$ cat src/rtl/bt_cmd_pkg.sv
// Shared constants, FSM state type and command-code helper for the Bluetooth
// hovercraft command decoder.
package bt_cmd_pkg;

    localparam logic [7:0] HDR          = 8'hAA;
    localparam logic [7:0] CMD_THRUST   = 8'h01;
    localparam logic [7:0] CMD_STEER    = 8'h02;
    localparam logic [7:0] CMD_LIFT     = 8'h03;
    localparam logic [7:0] CMD_STOP     = 8'h04;
    localparam logic [7:0] STEER_CENTER = 8'd90;
    localparam logic [7:0] STEER_MAX    = 8'd180;

    typedef enum logic [1:0] {
        ST_IDLE,
        ST_CMD,
        ST_VAL,
        ST_CHK
    } state_t;

    function automatic logic cmd_known(input logic [7:0] cmd);
        return (cmd >= CMD_THRUST) && (cmd <= CMD_STOP);
    endfunction

endpackage

$ cat src/rtl/cycle_timer.sv
// Reloadable down-counter; expired is high during the last counting cycle,
// i.e. the cycle whose closing edge brings the count to zero. CYCLES >= 1.
module cycle_timer #(
    parameter int unsigned CYCLES = 16
) (
    input  logic clk,
    input  logic rst,
    input  logic load,
    output logic expired
);

    localparam int unsigned W = $clog2(CYCLES + 1);

    logic [W-1:0] r_cnt;

    always_ff @(posedge clk) begin
        if (rst || load) begin
            r_cnt <= W'(CYCLES);
        end else if (r_cnt != '0) begin
            r_cnt <= r_cnt - 1'b1;
        end
    end

    // Counter holds at zero afterwards, so this is a single-cycle pulse.
    assign expired = (r_cnt == W'(1));

endmodule

$ cat src/rtl/bt_cmd_decoder.sv
// Parses AA/CMD/VAL/CHK frames from the UART byte stream into registered
// hovercraft controls, with inter-byte gap timeout and link watchdog.
module bt_cmd_decoder
    import bt_cmd_pkg::*;
#(
    parameter int unsigned GAP_CYCLES  = 1_000_000,
    parameter int unsigned WDOG_CYCLES = 100_000_000
) (
    input  logic       Clk,
    input  logic       Rst,
    input  logic [7:0] rx_data,
    input  logic       rx_done,
    output logic [7:0] thrust,
    output logic [7:0] steer,
    output logic       lift_on,
    output logic       cmd_strobe,
    output logic       link_alive,
    output logic [7:0] err_cnt
);

    state_t     r_state;
    state_t     w_state_next;
    logic [7:0] r_cmd;
    logic [7:0] r_val;
    logic       w_gap_exp;
    logic       w_wdog_exp;
    logic       w_frame_done;
    logic       w_commit;
    logic       w_gap_timeout;
    logic       w_err_inc;

    assign w_frame_done  = (r_state == ST_CHK) && rx_done;
    assign w_commit      = w_frame_done && (rx_data == (r_cmd ^ r_val)) && cmd_known(r_cmd);
    // A byte arriving on the expiry cycle takes precedence over the timeout.
    assign w_gap_timeout = (r_state != ST_IDLE) && !rx_done && w_gap_exp;
    assign w_err_inc     = (w_frame_done && !w_commit) || w_gap_timeout;

    cycle_timer #(.CYCLES(GAP_CYCLES)) u_gap_timer (
        .clk     (Clk),
        .rst     (Rst),
        .load    (rx_done),
        .expired (w_gap_exp)
    );

    cycle_timer #(.CYCLES(WDOG_CYCLES)) u_wdog_timer (
        .clk     (Clk),
        .rst     (Rst),
        .load    (w_commit),
        .expired (w_wdog_exp)
    );

    always_comb begin
        w_state_next = r_state;
        if (rx_done) begin
            case (r_state)
                ST_IDLE: if (rx_data == HDR) w_state_next = ST_CMD;
                ST_CMD:  if (rx_data != HDR) w_state_next = ST_VAL;
                ST_VAL:  w_state_next = ST_CHK;
                ST_CHK:  w_state_next = ST_IDLE;
                default: w_state_next = ST_IDLE;
            endcase
        end else if (w_gap_timeout) begin
            w_state_next = ST_IDLE;
        end
    end

    always_ff @(posedge Clk) begin
        if (Rst) begin
            r_state <= ST_IDLE;
            r_cmd   <= '0;
            r_val   <= '0;
        end else begin
            r_state <= w_state_next;
            if (rx_done && (r_state == ST_CMD) && (rx_data != HDR)) r_cmd <= rx_data;
            if (rx_done && (r_state == ST_VAL)) r_val <= rx_data;
        end
    end

    always_ff @(posedge Clk) begin
        if (Rst) begin
            thrust     <= '0;
            steer      <= STEER_CENTER;
            lift_on    <= 1'b0;
            cmd_strobe <= 1'b0;
            link_alive <= 1'b0;
            err_cnt    <= '0;
        end else begin
            cmd_strobe <= w_commit;
            if (w_err_inc && (err_cnt != 8'hFF)) err_cnt <= err_cnt + 8'd1;
            // Commit beats a coincident watchdog expiry.
            if (w_commit) begin
                link_alive <= 1'b1;
                case (r_cmd)
                    CMD_THRUST: thrust  <= r_val;
                    CMD_STEER:  steer   <= (r_val > STEER_MAX) ? STEER_MAX : r_val;
                    CMD_LIFT:   lift_on <= r_val[0];
                    CMD_STOP: begin
                        thrust  <= '0;
                        lift_on <= 1'b0;
                        steer   <= STEER_CENTER;
                    end
                    default: ;
                endcase
            end else if (w_wdog_exp) begin
                link_alive <= 1'b0;
                thrust     <= '0;
                lift_on    <= 1'b0;
            end
        end
    end

endmodule

$ cat config.mk
export PLATFORM = sky130hd
export DESIGN_NAME = bt_cmd_decoder
export DESIGN_NICKNAME = d
export VERILOG_FILES = /design/src/rtl/bt_cmd_pkg.sv /design/src/rtl/cycle_timer.sv /design/src/rtl/bt_cmd_decoder.sv
export SDC_FILE = /design/constraint.sdc
export NUM_CORES = 1
export LEC_CHECK = 0
export CAP_MARGIN = 10
export CORE_MARGIN = 2
export CORE_UTILIZATION = 30
export DETAILED_ROUTE_END_ITERATION = 12
export RECOVER_POWER = 100
export SYNTH_ARGS = -nofsm -noshare
export SYNTH_HDL_FRONTEND = slang
export SYNTH_HIERARCHICAL = 1
export SYNTH_SLANG_ARGS = --single-unit
$ cat constraint.sdc
create_clock -name Clk -period 2.9 [get_ports Clk]
set_input_delay 0.58 -clock Clk [delete_from_list [all_inputs] [get_ports Clk]]
set_output_delay 0.58 -clock Clk [all_outputs]
set_load 0.005 [all_outputs]
==> impl_metrics.json <==
{
  "regToRegStartpoint": "u_gap_timer/r_cnt[4]$_SDFFE_PP0P_",
  "syn_inst": 521,
  "rsz0062_at_grt": "false",
  "track_usage_pct": 13.6,
  "final_layout_size_suffix_gt1_share_pct": 13.4,
  "pin_count": 38,
  "clock_latency_ns": 0.34,
  "ys_seq_area_share_pct": 37.8,
  "drt-total-wl_mm": 11.7,
  "initial_core_util_pct": 30.7,
  "routed_via_density": 5.08,
  "numCtsBuffers": 9,
  "layout_commonest_cell": "dfxtp_1",
  "yosysWarnings": 6,
  "die_area_um2": 17300,
  "async_reset_ff_share_pct": 0,
  "setup_violations": 0,
  "firstDrtPassIters": 4,
  "crit_fanout": 13,
  "outcome": "complete, no violations",
  "hold_ws_ns": 0.491,
  "cts_root_buffer": "clkbuf_16",
  "wire_per_inst_um": 14.6,
  "yosys.cell_types.count": 77,
  "drc_errors": 0,
  "layout_min_cycle_time_ns": 2.71,
  "power_mw": 2.92,
  "antenna_cells": 0,
  "row_count": 46,
  "worstSetupEndpointType": "register",
  "nFillCells": 1634,
  "syn_area_per_cell_um2": 9.36,
  "max-slew-margin-rel_pct": 41.5,
  "netlist_area_um2": 4880,
  "postCtsSetupBuffers": 0,
  "syn_nets": 543,
  "slew_viol_final": 0,
  "synth_edf_count": 0,
  "start_kind": "primary input",
  "io_buffers": 37,
  "clk_pin_slew_ns": 0.06,
  "worstMarginPinSlew_ns": 0.877,
  "ctsHtreeMaxLevel": 3,
  "die_y_um": 132,
  "core_um2": 15900,
  "grt_max_degree": 23,
  "p_leak_nw": 2.17,
  "power.density_nw_per_um2": 496,
  "grt_pass1_vias": 3921,
  "ys_ff_latch": 92,
  "vias": 4055,
  "cts_tree": "built",
  "place_hpwl_mm": 8.70,
  "clockBufferDepth": 2,
  "finalClockSkew_ns": 0.00788,
  "cts_resized": 0,
  "mostFrequentLayoutCells": "92 x dfxtp_1, 56 x nor2_1, 37 x nand2_1",
  "fmax_ghz": 0.369,
  "max-vdd-ir-drop_mv": 0.274,
  "maxCapViolations": 0,
  "finalSetupTns_ns": 0,
  "fin_crit_sh_pct": 93.5,
  "dp_slack_ns": 0.126,
  "ys.flop_type": "dfxtp_1",
  "required_ns": 3.12,
  "antenna_found_initial": 0,
  "cts_sinks": 92,
  "worstHoldPathType": "register to register",
  "drtIter0Drc": 146,
  "area_delta_synth_final_pct": 20.6,
  "startpoint": "rx_done",
  "die_x_um": 132,
  "gp_congestion": 0.835,
  "grt_overflow": 0,
  "num-nets-final": 599,
  "critPathKind": "primary input to register",
  "grt_pass1_wl_mm": 19.6,
  "ant_nets": 0,
  "worstHoldStart": "thrust[4]$_SDFFE_PP0P_",
  "fin_ws_ns": 0.188,
  "cp_data_arrival_time_ns": 2.94,
  "ctsHoldBuffers": 0,
  "hold_violations": 0
}
## layout make-up
type,count,area (um^2),share of cell area [%]
multi-input cells,398,2860,48.6
flip-flops and latches,92,1840,31.3
repair buffers,63,548,9.32
well taps,216,270,4.59
clock buffers,11,253,4.30
clock inverters,5,60.1,1.02
inverters,13,48.8,0.829
## Yosys cell counts (4+ instances only)
cell type | number | share of area [%]
dfxtp_1 | 92 | 38
nor2_1 | 56 | 4.3
nand2_1 | 37 | 2.8
a21oi_1 | 29 | 3.0
nand3_1 | 26 | 2.7
xnor2_1 | 23 | 4.1
inv_1 | 13 | 1.0
nor3_1 | 13 | 1.3
o21ai_0 | 13 | 1.3
a22o_1 | 11 | 2.0
ha_1 | 11 | 2.8
a211oi_1 | 9 | 1.4
nand4_1 | 9 | 1.2
mux2i_1 | 8 | 1.6
nand2b_1 | 8 | 1.0
xnor3_1 | 7 | 3.2
xor2_1 | 7 | 1.3
buf_2 | 6 | 0.62
clkbuf_1 | 6 | 0.46
nor4_1 | 6 | 0.77
or3_1 | 6 | 0.77
or4_1 | 6 | 0.92
and3_1 | 5 | 0.64
and4_1 | 5 | 0.90
nor2b_1 | 5 | 0.64
nor4_2 | 5 | 1.3
o21ai_1 | 5 | 0.51
a31oi_1 | 4 | 0.51
buf_6 | 4 | 0.92
mux2_2 | 4 | 0.92
nor4b_1 | 4 | 0.72
o211ai_1 | 4 | 0.62
o31ai_1 | 4 | 0.62
## cell families after synthesis
kind of cell,Yosys count,synth area share [%]
xor+xnor,38,9.16
mux,13,2.80
buf+inv,31,3.16
compound gates,108,16.3
fa+ha+maj,11,2.82
simple gates,228,28.0
flops,92,37.8
## worst max-delay path: stages
cell	delay, ns
dlygate4sd3_1	0.64
clkbuf_1	0.47
nand2_1	0.19
a21oi_1	0.71
mux2i_1	0.28
nor2_1	0.06
## registers in the layout, summed over array words and instances, names as in the netlist, 2 cells and up
signal,cells
u_wdog_timer/r_cnt,27
u_gap_timer/r_cnt,20
err_cnt,8
r_cmd,8
r_val,8
steer,8
thrust,8
r_state,2
## through the flow
step | instance area, um^2 | cells | utilization, %
floorplan | 4880 | 521 | -
global placement | 5610 | 782 | 35.3
detailed placement | 5610 | 782 | 35.3
CTS | 5920 | 798 | 37.3
global route | 5880 | 798 | 37.0
finish | 5880 | 798 | 37.0
## per-layer routing
layer	part of all wire (%)	track usage (%)
met5	0	0
met2	46	21.9
met3	3.0	2.08
met1	49	18.4
met4	1.4	5.13
## final timing paths
kind,endpoint,slack [ns],cells after the start
min,thrust[4]$_SDFFE_PP0P_,0.49,1
max,r_cmd[5]$_SDFFE_PP0P_,0.19,6
max reg2reg,err_cnt[7]$_SDFFE_PP0P_,0.27,8
min reg2reg,thrust[4]$_SDFFE_PP0P_,0.49,1
## report_power, final
group	internal, mW	switching, mW	total, mW
Clock	0.715	0.504	1.22
Combinational	0.147	0.172	0.320
Sequential	1.31	0.0686	1.38
Total	2.17	0.745	2.92
Note: power is estimated with default switching activity, not from simulation.
